<file path="config.mk">
export PLATFORM = sky130hd
export DESIGN_NAME = seg_display_sched
export DESIGN_NICKNAME = d
export VERILOG_FILES = /design/src/rtl/seg_display_sched.sv
export SDC_FILE = /design/constraint.sdc
export NUM_CORES = 1
export LEC_CHECK = 0
export BUFFER_PORTS_ARGS = -buffer_cell sky130_fd_sc_hd__buf_2
export CORE_AREA = 2 2 103 105
export CTS_CLUSTER_DIAMETER = 150
export CTS_CLUSTER_SIZE = 14
export DETAILED_ROUTE_END_ITERATION = 12
export DIE_AREA = 0 0 105 107
export MAX_ROUTING_LAYER = met4
export PLACE_DENSITY = 0.64
export SYNTH_ARGS = -nofsm -noshare
export SYNTH_HDL_FRONTEND = slang
export SYNTH_SLANG_ARGS = --single-unit
export TNS_END_PERCENT = 5
</file>
<file path="constraint.sdc">
create_clock -name clk -period 2.5 [get_ports clk]
set_input_delay 0 -clock clk [delete_from_list [all_inputs] [get_ports clk]]
set_output_delay 0 -clock clk [all_outputs]
set_load 0.01 [all_outputs]
</file>
<file path="src/rtl/seg_display_sched.sv">
// seg_display_sched: round-robin sharing of a 4-digit seven-segment display; define SEG_BLANK_LEADING_ZERO_EN to blank leading zeros
module seg_display_sched #(
  parameter int NUM_SRC = 4,
  parameter int REFRESH_DIV = 100000,
  parameter int HOLD_CYCLES = 50000000
) (
  input  logic                   clk,
  input  logic                   rst_n,
  input  logic                   disp_en,
  input  logic [NUM_SRC-1:0]     src_req,
  input  logic [NUM_SRC*16-1:0]  src_data,
  output logic [NUM_SRC-1:0]     src_ack,
  output logic [1:0]             cur_src,
  output logic [6:0]             led_segment,
  output logic [3:0]             anode_activate,
  output logic                   dp
);
  localparam int PW = $clog2(REFRESH_DIV);
  localparam int DW = HOLD_CYCLES > 1 ? $clog2(HOLD_CYCLES) : 1;
  localparam logic [6:0] HEX [16] = '{7'h40, 7'h79, 7'h24, 7'h30, 7'h19, 7'h12, 7'h02, 7'h78,
                                      7'h00, 7'h10, 7'h08, 7'h03, 7'h46, 7'h21, 7'h06, 7'h0E};
  typedef enum logic [1:0] {IDLE, LOAD, HOLD} state_t;
  state_t state, state_nx;
  logic [15:0] disp_q;
  logic [1:0] rr_last, grant, pick;
  logic [DW-1:0] dwell;
  logic [PW-1:0] prescaler;
  logic [1:0] digit_idx;
  logic [3:0] nibble;
  logic [6:0] seg;
  // first requester after the last one served, wrapping round; descending loop lets the nearest win
  always_comb begin
    pick = rr_last;
    for (int i = NUM_SRC; i >= 1; i--)
      if (src_req[(int'(rr_last) + i) % NUM_SRC]) pick = 2'((int'(rr_last) + i) % NUM_SRC);
  end
  // arbiter next state and the ack, which is only given while the granted request is still up
  always_comb begin
    state_nx = state;
    src_ack = '0;
    if (state == IDLE && |src_req) state_nx = LOAD;
    if (state == LOAD) state_nx = src_req[grant] ? HOLD : IDLE;
    if (state == HOLD && dwell == '0) state_nx = IDLE;
    if (state == LOAD) src_ack[grant] = src_req[grant];
  end
  // arbiter state register
  always_ff @(posedge clk or negedge rst_n)
    if (!rst_n) state <= IDLE;
    else state <= state_nx;
  // grant latch, snapshot of the served value and dwell countdown
  always_ff @(posedge clk or negedge rst_n)
    if (!rst_n) begin
      disp_q <= '0;
      cur_src <= '0;
      rr_last <= 2'(NUM_SRC - 1);
      grant <= '0;
      dwell <= '0;
    end else begin
      if (state == IDLE) grant <= pick;
      if (state == LOAD && src_req[grant]) begin
        disp_q <= src_data[16*grant +: 16];
        cur_src <= grant;
        rr_last <= grant;
        dwell <= DW'(HOLD_CYCLES - 1);
      end else if (state == HOLD) dwell <= dwell - 1'b1;
    end
  // digit scan: prescaler wrap advances to the next digit
  always_ff @(posedge clk or negedge rst_n)
    if (!rst_n) begin
      prescaler <= '0;
      digit_idx <= '0;
    end else begin
      prescaler <= prescaler == PW'(REFRESH_DIV - 1) ? '0 : prescaler + 1'b1;
      if (prescaler == PW'(REFRESH_DIV - 1)) digit_idx <= digit_idx + 1'b1;
    end
  assign nibble = disp_q[4*digit_idx +: 4];
`ifdef SEG_BLANK_LEADING_ZERO_EN
  assign seg = (digit_idx != 2'd0 && (disp_q >> (4*digit_idx)) == 16'h0) ? 7'h7F : HEX[nibble];
`else
  assign seg = HEX[nibble];
`endif
  // registered pin drivers so a digit never tears when the snapshot changes
  always_ff @(posedge clk or negedge rst_n)
    if (!rst_n) begin
      anode_activate <= 4'b1111;
      led_segment <= 7'h7F;
      dp <= 1'b1;
    end else begin
      anode_activate <= disp_en ? ~(4'b1 << digit_idx) : 4'b1111;
      led_segment <= seg;
      dp <= !(disp_en && digit_idx == cur_src);
    end
endmodule

</file>
# After elaboration in Yosys (flattened, before gate mapping)
# Memory sizes are Yosys's and may differ from the RTL's. A register that Yosys moved wholly into a read port is not among the register bits.
# Cells that the tools add are included.
# Widths: inputs -> output; s select.
# word_totals
ff_bits,74
romBits,112
input_bits,71
output_inout_bits,18
wordCells,83
mem_count,1
# classes
add_sub_neg,7
n_lt_le_gt_ge,6
n_eq_ne,4
n_shift,3
n_mux,29
n_bitwise,7
n_reduce_logical,16
# mem_list
name,depth,word_bits,read_ports,rd_ports_with_merged_regs,wr,line,rtl
(name not given),16,7,1,1,0,80,assign seg = HEX[nibble];
# op_table
op,n
$shiftx 64x7->16,1
$mux 26,2
$logic_not 26->1,1
$sub 26x1->26 const B,1
$add 17x1->17 const B,1
$eq 17x17->1 const B,1
$mux 17,1
$lt 3x4->1 const B,4
$mux 2,8
$shiftx 16x5->4,1
$bmux 1 s2,5
$mux 1,10
$mux 4,2
$reduce_or 2->1,4
$add 2x1->2 const B,3
$logic_and 1x1->1,5
$not 4->5,1
$add 2x2->2 const B,2
$and 1x1->1 const A,4
$and 4x4->4,1
$not 4->4,1
$reduce_or 4->1,1
$shl 1x2->4 const A,1
$lt 2x3->1 const B,1
9 further kinds,10

# Depth between registers and ports, before layout
# Gate-level depths: netlist of run 1.
# logic_depth
ltp_word,10
depth_mapped,8
mapped_depth_nobuf,7

# Least setup slack after synthesis of run 1
# No wires, ideal clock.
# synth_path
kind,flip-flop to flip-flop
startpoint,register state[0]
endpoint,register dwell[25]
setup_ns,0.069
t_arrival_ns,1.884
t_required_ns,2.431
slack_ns,0.547
path_stages_with_launch,6
n_path_buf,0
synth_period_minus_slack_ns,1.953
cell_sequence,dfrtp_1 -> nand2b_2 -> or4_4 -> or4_4 -> or3_1 -> nand3_1
# synth_via
elab_chain_len,3
word_cells_on_any_way,5
classes_between,eq/ne (2); mux (1); reduce/logical (2)
# synth_rtl
element,line,rtl
"start, declared",23,"state_t state, state_nx;"
"start signal, assigned",49,else state <= state_nx;
$eq 2x1->1,60,if (state == LOAD && src_req[grant]) begin
$logic_and 1x1->1,60,
$mux 26 / $reduce_bool 2->1 (equally long branches),-,
"end signal, assigned",64,dwell <= DW'(HOLD_CYCLES - 1);
"end signal, assigned",65,end else if (state == HOLD) dwell <= dwell - 1'b1;
"end, declared",26,logic [DW-1:0] dwell;
# Several ways; a longest one is shown, not always the timed one.
# A chain may end at the register's enable or synchronous reset.

# Worst setup path in the final report of run 1
# Same ends and word-level chain as after synthesis.

==> flow_summary.toml, run 1 <==
[run]
max-cap-violations = 0

[logic_synthesis]
syn-instance-count = 375
async_reset_ff_share_pct = 100
ys_ff_latch = 81
syn-cell-area_sq_mm = 0.00426
avgSynthCellArea_sq_um = 11.4
synth-seq-area-share_pct = 48.0
syn-num-nets = 458
synth_cell_types = 51
synth_edf_count = 0
synthFlopType = "dfrtp_1"
yosys_warnings = 0

[worst_setup_path]
critPathBufInv = 0
crit_fanout = 12
crit_cells = 5
path_class = "register to register"
slowest_delay_ns = 0.52
path_cells = "nand2b_2 -> or4_4 -> or4_4 -> or3_1 -> nand3_1"
critical_path_required_ns = 2.79
crit_family = "simple AND/OR/NAND/NOR gates"
start_kind = "register"
crit_path_end_kind = "register"
worstRegToRegCells = 5
crit_arrival_ns = 2.45
cp_slowest_cell = "or4_4"
crit_path_frequent_cell = "or4_4"

[drt]
vias = 3144
wl_per_cell_um = 14.3
drtIter0Drc = 118
viasPerCell = 5.18
routed_wl_mm = 8.71
antenna_left = 0
drt_first_pass_iters = 4
drcViolationCount = 0

[timing]
hold_viol_final = 0
rsz0062_at_grt = "false"
clock.fmax_mhz = 463
tns_ns = 0
fin_hold_ws_ns = 0.0168
relSlewSlack_pct = 33.5
post-route-period-util_pct = 86.5
finalSetupViolations = 0
slew_viol_final = 0
period_minus_slack_ns = 2.16
skew_ns = 0.00804
worst_pin_slew_ns = 0.998

[floorplanning]
die_h_um = 107
ios = 89
dieWidth_um = 105
fp.dieArea_sq_mm = 0.0112
start_util_pct = 42.2
num_rows = 37
coreArea_sq_mm = 0.0101

[cts]
clockBufferDepth = 2
clock_sinks = 81
numCtsBuffers = 9
root_buffer = "clkbuf_8"
clk_pin_slew_worst_paths_ns = 0.08
postCtsSetupBuffers = 0
htree_levels = 3
cts_tree = "built"
clkLatencyLatePin_ns = 0.35

[final_layout]
layout.nets = 549
final_cell_mix = "buf_2, dfrtp_1, nand2_1"
drive_above_1_share_pct = 33.1
layout.cells.most_common = "buf_2"
area_growth_pct = 19.5
n_antenna_cell = 0

[run_status]
status = "complete, no violations"

[pwr]
power_frac_comb_pct = 4.9
p_leak_nw = 2.23
power_density_mw_per_mm2 = 484
p_sw_mw = 0.519
clkPwrFrac_pct = 41.8
power.internal_mw = 1.94
power_mw = 2.46
sw_frac_of_total_pct = 21.1
seq_power_share_pct = 53.3
irDropWorstVdd_uv = 330

[global_routing]
grt_max_degree = 82
grt.overflow.total = 0
grt_usage_pct = 17.7
antenna_found_initial = 0
grt_pass1_vias = 3234
grt_pass1_wl_mm = 15.4

[placement]
gp_congestion = 0.836
hpwl_mm = 6.44
io_buffers = 88

[worst_hold_path]
holdPathStages = 3
hold_path_class = "primary input to register"
## stage by stage
step | util (%) | instance area, sq um | std cells | setup slack, ns
2_1_floorplan | - | 4260 | 375 | 0.547
6_report | 50.4 | 5090 | 607 | 0.338
3_3_place_gp | 47.9 | 4840 | 587 | 0.365
5_1_grt | 50.4 | 5090 | 607 | 0.159
3_5_place_dp | 47.9 | 4840 | 587 | 0.321
4_1_cts | 50.4 | 5090 | 607 | 0.319
## cell type report
class | count | area [sq um]
clock buffer | 11 | 131
clock inverter | 5 | 81.3
fill | 930 | 5000
inverter | 9 | 33.8
multi-input combinational | 269 | 2120
sequential | 81 | 2040
tap | 136 | 170
timing repair buffer | 96 | 513
## Yosys cell counts, drive strengths merged (3+ instances only)
| cell type | instances | share of area [%] |
|---|---|---|
| mux4 | 21 | 11 |
| and3 | 3 | 0.44 |
| a21oi | 7 | 0.82 |
| mux2 | 18 | 4.8 |
| clkbuf | 9 | 0.79 |
| nand2 | 52 | 4.6 |
| or3 | 10 | 1.5 |
| nand3 | 16 | 2.1 |
| dfstp | 14 | 8.6 |
| nor3 | 11 | 1.3 |
| o21ai | 18 | 2.1 |
| nand2b | 5 | 0.79 |
| nand4 | 5 | 0.73 |
| mux2i | 3 | 0.71 |
| nor2 | 23 | 2.0 |
| nor2b | 5 | 0.73 |
| inv | 9 | 0.79 |
| or4 | 3 | 0.71 |
| xor2 | 9 | 1.9 |
| dfrtp | 67 | 39 |
| buf | 7 | 0.73 |
| nor4 | 4 | 1.3 |
| xnor2 | 19 | 3.9 |
| ha | 12 | 3.5 |
## cells by family after synthesis
kind of cell / Yosys count / share of synthesized area (%)
flops: 81 / 48.0
compound gates: 40 / 5.64
simple gates: 147 / 18.2
buf+inv: 25 / 2.32
mux: 42 / 16.6
fa+ha+maj: 12 / 3.53
xor+xnor: 28 / 5.76
## worst paths after layout
check                                start      endpoint  slack, ns
worst max-delay path              state[0]     dwell[25]       0.34
worst min-delay path            src_req[2]      grant[1]       0.02
worst max register to register    state[0]     dwell[25]       0.34
worst min register to register   dwell[24]     dwell[24]       0.48
max in group asynchronous            rst_n     disp_q[3]       1.50
min in group asynchronous            rst_n  digit_idx[1]       0.37
## flip-flops by register name (all words and copies together), names as in the netlist
signal,cells
disp_q,16
cur_src,2
rr_last,2
state,2
dp,1
grant,2
dwell,26
anode_activate,4
led_segment,7
digit_idx,2
prescaler,17
## power groups by stage
stage / clock network [mW] / registers [mW] / logic (mW)
3_5_place_dp: 0 / 1.34 / 0.119
2_1_floorplan: 0 / 1.34 / 0.0286
3_3_place_gp: 0 / 1.34 / 0.116
6_report: 1.03 / 1.31 / 0.120
4_1_cts: 1.06 / 1.31 / 0.123
5_1_grt: 1.12 / 1.31 / 0.134
## routing by layer
layer	vias up	track usage [%]	wire [um]
met2	62	28.7	4330
li1	1520	-	-
met4	0	5.71	123
met1	1552	21.7	3960
met5	-	-	0
met3	10	4.86	296
## tightest hold or removal path, stage by stage
cell and delay, ns:
buf_2 0.12, o311ai_0 0.13, nand2_1 0.08
## what timing repair did
item / 4_1_cts / 5_1_grt
endpoints found under the setup margin: 1 / 0
resized for setup: 1 / 0
hold endpoints to repair: 73 / 0
hold buffers: 4 / 0
Note: power is estimated with default switching activity, not from simulation.
==> run 2, diff against run 1 <==
--- a/config.mk
+++ b/config.mk
@@ -6,13 +6,13 @@
 export NUM_CORES = 1
 export LEC_CHECK = 0
 export BUFFER_PORTS_ARGS = -buffer_cell sky130_fd_sc_hd__buf_2
-export CORE_AREA = 2 2 103 105
+export CORE_AREA = 2 2 91 93
 export CTS_CLUSTER_DIAMETER = 150
 export CTS_CLUSTER_SIZE = 14
 export DETAILED_ROUTE_END_ITERATION = 12
-export DIE_AREA = 0 0 105 107
+export DIE_AREA = 0 0 93 95
 export MAX_ROUTING_LAYER = met4
-export PLACE_DENSITY = 0.64
+export PLACE_DENSITY = 0.79
 export SYNTH_ARGS = -nofsm -noshare
 export SYNTH_HDL_FRONTEND = slang
 export SYNTH_SLANG_ARGS = --single-unit
==> flow_summary.toml, run 2 (synthesized netlist as in run 1, its figures left out) <==
[cts]
root_buffer = "clkbuf_8"
clkLatencyLatePin_ns = 0.35
htree_levels = 3
clockBufferDepth = 2
clock_sinks = 81
numCtsBuffers = 9
clk_pin_slew_worst_paths_ns = 0.07
cts_tree = "built"

[worst_setup_path]
crit_family = "simple AND/OR/NAND/NOR gates"
path_cells = "mux4_2 -> nor2b_1 -> and2_2 -> nand2_1 -> nor2_1 -> buf_2"
crit_path_end_kind = "primary output"
slowest_delay_ns = 0.49
path_class = "register to primary output"
crit_arrival_ns = 2.19
critPathBufInv = 1
cp_slowest_cell = "and2_2"
crit_fanout = 22
critical_path_required_ns = 2.50
start_kind = "register"

[timing]
tns_ns = 0
finalSetupViolations = 0
hold_viol_final = 0
rsz0062_at_grt = "false"
relSlewSlack_pct = 32.1
post-route-period-util_pct = 87.4
period_minus_slack_ns = 2.19
clock.fmax_mhz = 458
fin_hold_ws_ns = 0.0338
skew_ns = 0.0114
worst_pin_slew_ns = 1.02
slew_viol_final = 0
fin_ws_ns = 0.315

[placement]
dpl-instance-area_sq_mm = 0.00480
numPlacedInstances = 556
gp_congestion = 0.811
place_ws_ns = 0.338
hpwl_mm = 6.52
io_buffers = 88

[drt]
vias = 3196
drt_first_pass_iters = 4
viasPerCell = 5.55
drtIter0Drc = 151
drcViolationCount = 0
antenna_left = 0
wl_per_cell_um = 15.3
routed_wl_mm = 8.82

[global_routing]
antenna_found_initial = 0
grt_max_degree = 82
grt.overflow.total = 0
grt_pass1_wl_mm = 15.4
grt_pass1_vias = 3336
grt_usage_pct = 22.8

[floorplanning]
dieWidth_um = 93
ios = 89
die_h_um = 95
coreArea_sq_mm = 0.00793
start_util_pct = 53.7
num_rows = 33
fp.dieArea_sq_mm = 0.00884

[pwr]
sw_frac_of_total_pct = 21.3
power.internal_mw = 1.87
clkPwrFrac_pct = 39.9
irDropWorstVdd_uv = 311
power_density_mw_per_mm2 = 473
p_sw_mw = 0.509
power_frac_comb_pct = 5.0
power_mw = 2.38
p_leak_nw = 2.23
seq_power_share_pct = 55.1

[final_layout]
final-instance-count-excl-fill = 576
layout.cells.most_common = "buf_2"
area_growth_pct = 18.3
final_cell_mix = "buf_2, dfrtp_1, nand2_1"
layout.nets = 549
fin_util_pct = 63.5
largest-register = "dwell"
largest_register_ffs = 26
fin_area_sq_mm = 0.00504
top_regs = "dwell (26), prescaler (17), disp_q (16)"
n_antenna_cell = 0
drive_above_1_share_pct = 33.1

[run_status]
status = "complete, no violations"

[run]
max-cap-violations = 0

[worst_hold_path]
hold_path_class = "primary input to register"
run 2: worst paths after layout:
check | slack [ns] | cells past startpoint | to | from
max | 0.31 | 6 | src_ack[1] | grant[0]
min | 0.03 | 3 | grant[1] | src_req[2]
max reg2reg | 0.36 | 5 | dwell[25] | state[0]
min reg2reg | 0.49 | 1 | disp_q[2] | disp_q[2]
max in group asynchronous | 1.47 | 2 | dwell[17] | rst_n
min in group asynchronous | 0.34 | 2 | cur_src[0] | rst_n
run 2: timing repair:
item                                    CTS  global route
endpoints found under the hold margin    73             0
hold buffers                              4             0
resized for setup                         1             0
endpoints found under the setup margin    1             0
setup buffers                             0             0
run 2: worst reg2reg max path, delay by kind of cell, from the launching register on:
kind | cells | cell delay [ns]
DFF | 1 | 0.44
and+or+nand+nor | 5 | 1.66
run 2: cell type report:
cell class / count / area, sq um
fillers: 648 / 2890
multi-input cells: 269 / 2120
clock buffers: 12 / 145
flip-flops and latches: 81 / 2040
clock inverters: 4 / 52.6
repair buffers: 96 / 513
well taps: 105 / 131
inverters: 9 / 33.8
run 2: power by group through the flow:
stage	sequential (mW)	clock, mW	combinational [mW]
global placement	1.34	0	0.115
detailed placement	1.34	0	0.117
floorplan	1.34	0	0.0286
CTS	1.31	0.977	0.121
finish	1.31	0.950	0.119
global route	1.31	1.04	0.133
run 2: routing by layer:
metal	wire [um]	track usage, %
met3	351	5.99
met2	4670	39.2
met5	0	-
met1	3710	26.8
met4	92	5.88
==> run 3, diff against run 2 <==
--- a/config.mk
+++ b/config.mk
@@ -13,6 +13,7 @@
 export DIE_AREA = 0 0 93 95
 export MAX_ROUTING_LAYER = met4
 export PLACE_DENSITY = 0.79
+export RECOVER_POWER = 100
 export SYNTH_ARGS = -nofsm -noshare
 export SYNTH_HDL_FRONTEND = slang
 export SYNTH_SLANG_ARGS = --single-unit
==> flow_summary.toml, run 3 (synthesized netlist as in run 1, its figures left out) <==
[global_routing]
antenna_found_initial = 0
grt.overflow.total = 0
grt_pass1_wl_mm = 15.4
grt_pass1_vias = 3336
grt_max_degree = 82
grt_usage_pct = 22.8

[timing]
finalSetupViolations = 0
rsz0062_at_grt = "false"
post-route-period-util_pct = 91.8
worst_pin_slew_ns = 1.95
relSlewSlack_pct = -29.8
skew_ns = 0.0115
hold_viol_final = 0
clock.fmax_mhz = 436
period_minus_slack_ns = 2.30
slew_viol_final = 82
tns_ns = 0

[pwr]
power.internal_mw = 1.87
sw_frac_of_total_pct = 21.5
p_sw_mw = 0.513
seq_power_share_pct = 55.1
irDropWorstVdd_uv = 312
power_frac_comb_pct = 4.9
power_density_mw_per_mm2 = 478
clkPwrFrac_pct = 40.0
p_leak_nw = 2.16

[placement]
io_buffers = 88
numPlacedInstances = 556
gp_congestion = 0.811
hpwl_mm = 6.52

[final_layout]
final_cell_mix = "buf_2, dfrtp_1, nand2_1"
nFillCells = 661
layout.nets = 549
layout.cells.most_common = "buf_2"
area_growth_pct = 17.3
drive_above_1_share_pct = 28.0
largest_register_ffs = 26
n_antenna_cell = 0
largest-register = "dwell"
top_regs = "dwell (26), prescaler (17), disp_q (16)"
final-instance-count-excl-fill = 576

[worst_hold_path]
hold_path_class = "primary input to register"
min-delay-start = "src_req[2]"

[worst_setup_path]
crit_start = "state[0]"
r2r_start = "state[0]"
crit_arrival_ns = 2.58
path_cells = "nand2b_2 -> or4_1 -> or4_4 -> or3_1 -> nand3_1"
path_class = "register to register"
crit_fanout = 12
cp_slowest_cell = "or4_1"
critical_path_required_ns = 2.79
slowest_delay_ns = 0.63
start_kind = "register"
crit_path_end_kind = "register"

[run_status]
violations = "max-capacitance violations, max-slew violations"
status = "finished with violations"

[floorplanning]
num_rows = 33
start_util_pct = 53.7
die_h_um = 95
coreArea_sq_mm = 0.00793
dieWidth_um = 93
ios = 89
fp.dieArea_sq_mm = 0.00884

[drt]
routed_wl_mm = 8.86
drcViolationCount = 0
viasPerCell = 5.59
vias = 3219
drtIter0Drc = 155
drt_first_pass_iters = 4
wl_per_cell_um = 15.4
antenna_left = 0

[cts]
clock_sinks = 81
clkLatencyLatePin_ns = 0.35
htree_levels = 3
clockBufferDepth = 2
clk_pin_slew_worst_paths_ns = 0.09
cts_tree = "built"
postCtsSetupBuffers = 0
root_buffer = "clkbuf_8"
numCtsBuffers = 9

[run]
max-cap-violations = 1
## run 3: cell types whose count changed in the layout (fill, tap and decap cells not counted), sizes merged
cell,before,now
buf,92,71
clkbuf,12,33
## run 3: final timing paths
path / end / slack (ns) / cells past startpoint
max in group asynchronous: prescaler[16] / 0.61 / 2
setup / recovery: dwell[25] / 0.20 / 5
min in group asynchronous: cur_src[0] / 0.69 / 2
hold reg to reg: disp_q[2] / 0.49 / 1
setup reg to reg: dwell[25] / 0.20 / 5
hold / removal: grant[1] / 0.04 / 3
## run 3: power groups by stage
stage	clock network (mW)	logic (mW)	registers, mW
after floorplan	0	0.0286	1.34
after global placement	0	0.115	1.34
after detailed placement	0	0.117	1.34
after CTS	0.977	0.121	1.31
after global routing	1.04	0.132	1.31
final	0.954	0.118	1.31
## run 3: through the flow
stage | hold slack [ns] | area [sq um] | total power [mW] | utilization (%) | worst slack [ns]
6_report | 0.0386 | 5000 | 2.39 | 63.0 | 0.205
5_1_grt | 0.0416 | 5000 | 2.49 | 63.0 | 0.104
4_1_cts | 0.0103 | 5040 | 2.41 | 63.5 | 0.284
3_5_place_dp | 0.209 | 4800 | 1.46 | 60.5 | 0.338
3_3_place_gp | 0.203 | 4800 | 1.45 | 60.5 | 0.370
2_1_floorplan | -0.296 | 4260 | 1.37 | - | 0.547
## run 3: critical path: cells and delay by family (launching register included)
family | cells | cell delay (ns)
DFF | 1 | 0.45
and+or+nand+nor | 5 | 1.81
## run 3: layout make-up
cell class	count	area [sq um]	share of cell area, %
multi-input cells	269	2110	42.2
flip-flops and latches	81	2040	40.9
clock inverters	4	52.6	1.05
well taps	105	131	2.63
repair buffers	96	480	9.62
clock buffers	12	145	2.91
inverters	9	33.8	0.676
## run 3: what timing repair did
item                                    4_1_cts  5_1_grt
endpoints found under the setup margin        1        0
hold endpoints to repair                     73        0
resized for setup                             1        0
hold buffers                                  4        0
## run 3: layer usage
metal / global-route usage [%] / vias up / share of wire [%]
li1: - / 1522 / -
met1: 26.8 / 1628 / 42
met2: 39.2 / 59 / 53
met3: 5.99 / 10 / 3.8
met4: 5.88 / 0 / 1.0
met5: - / - / 0
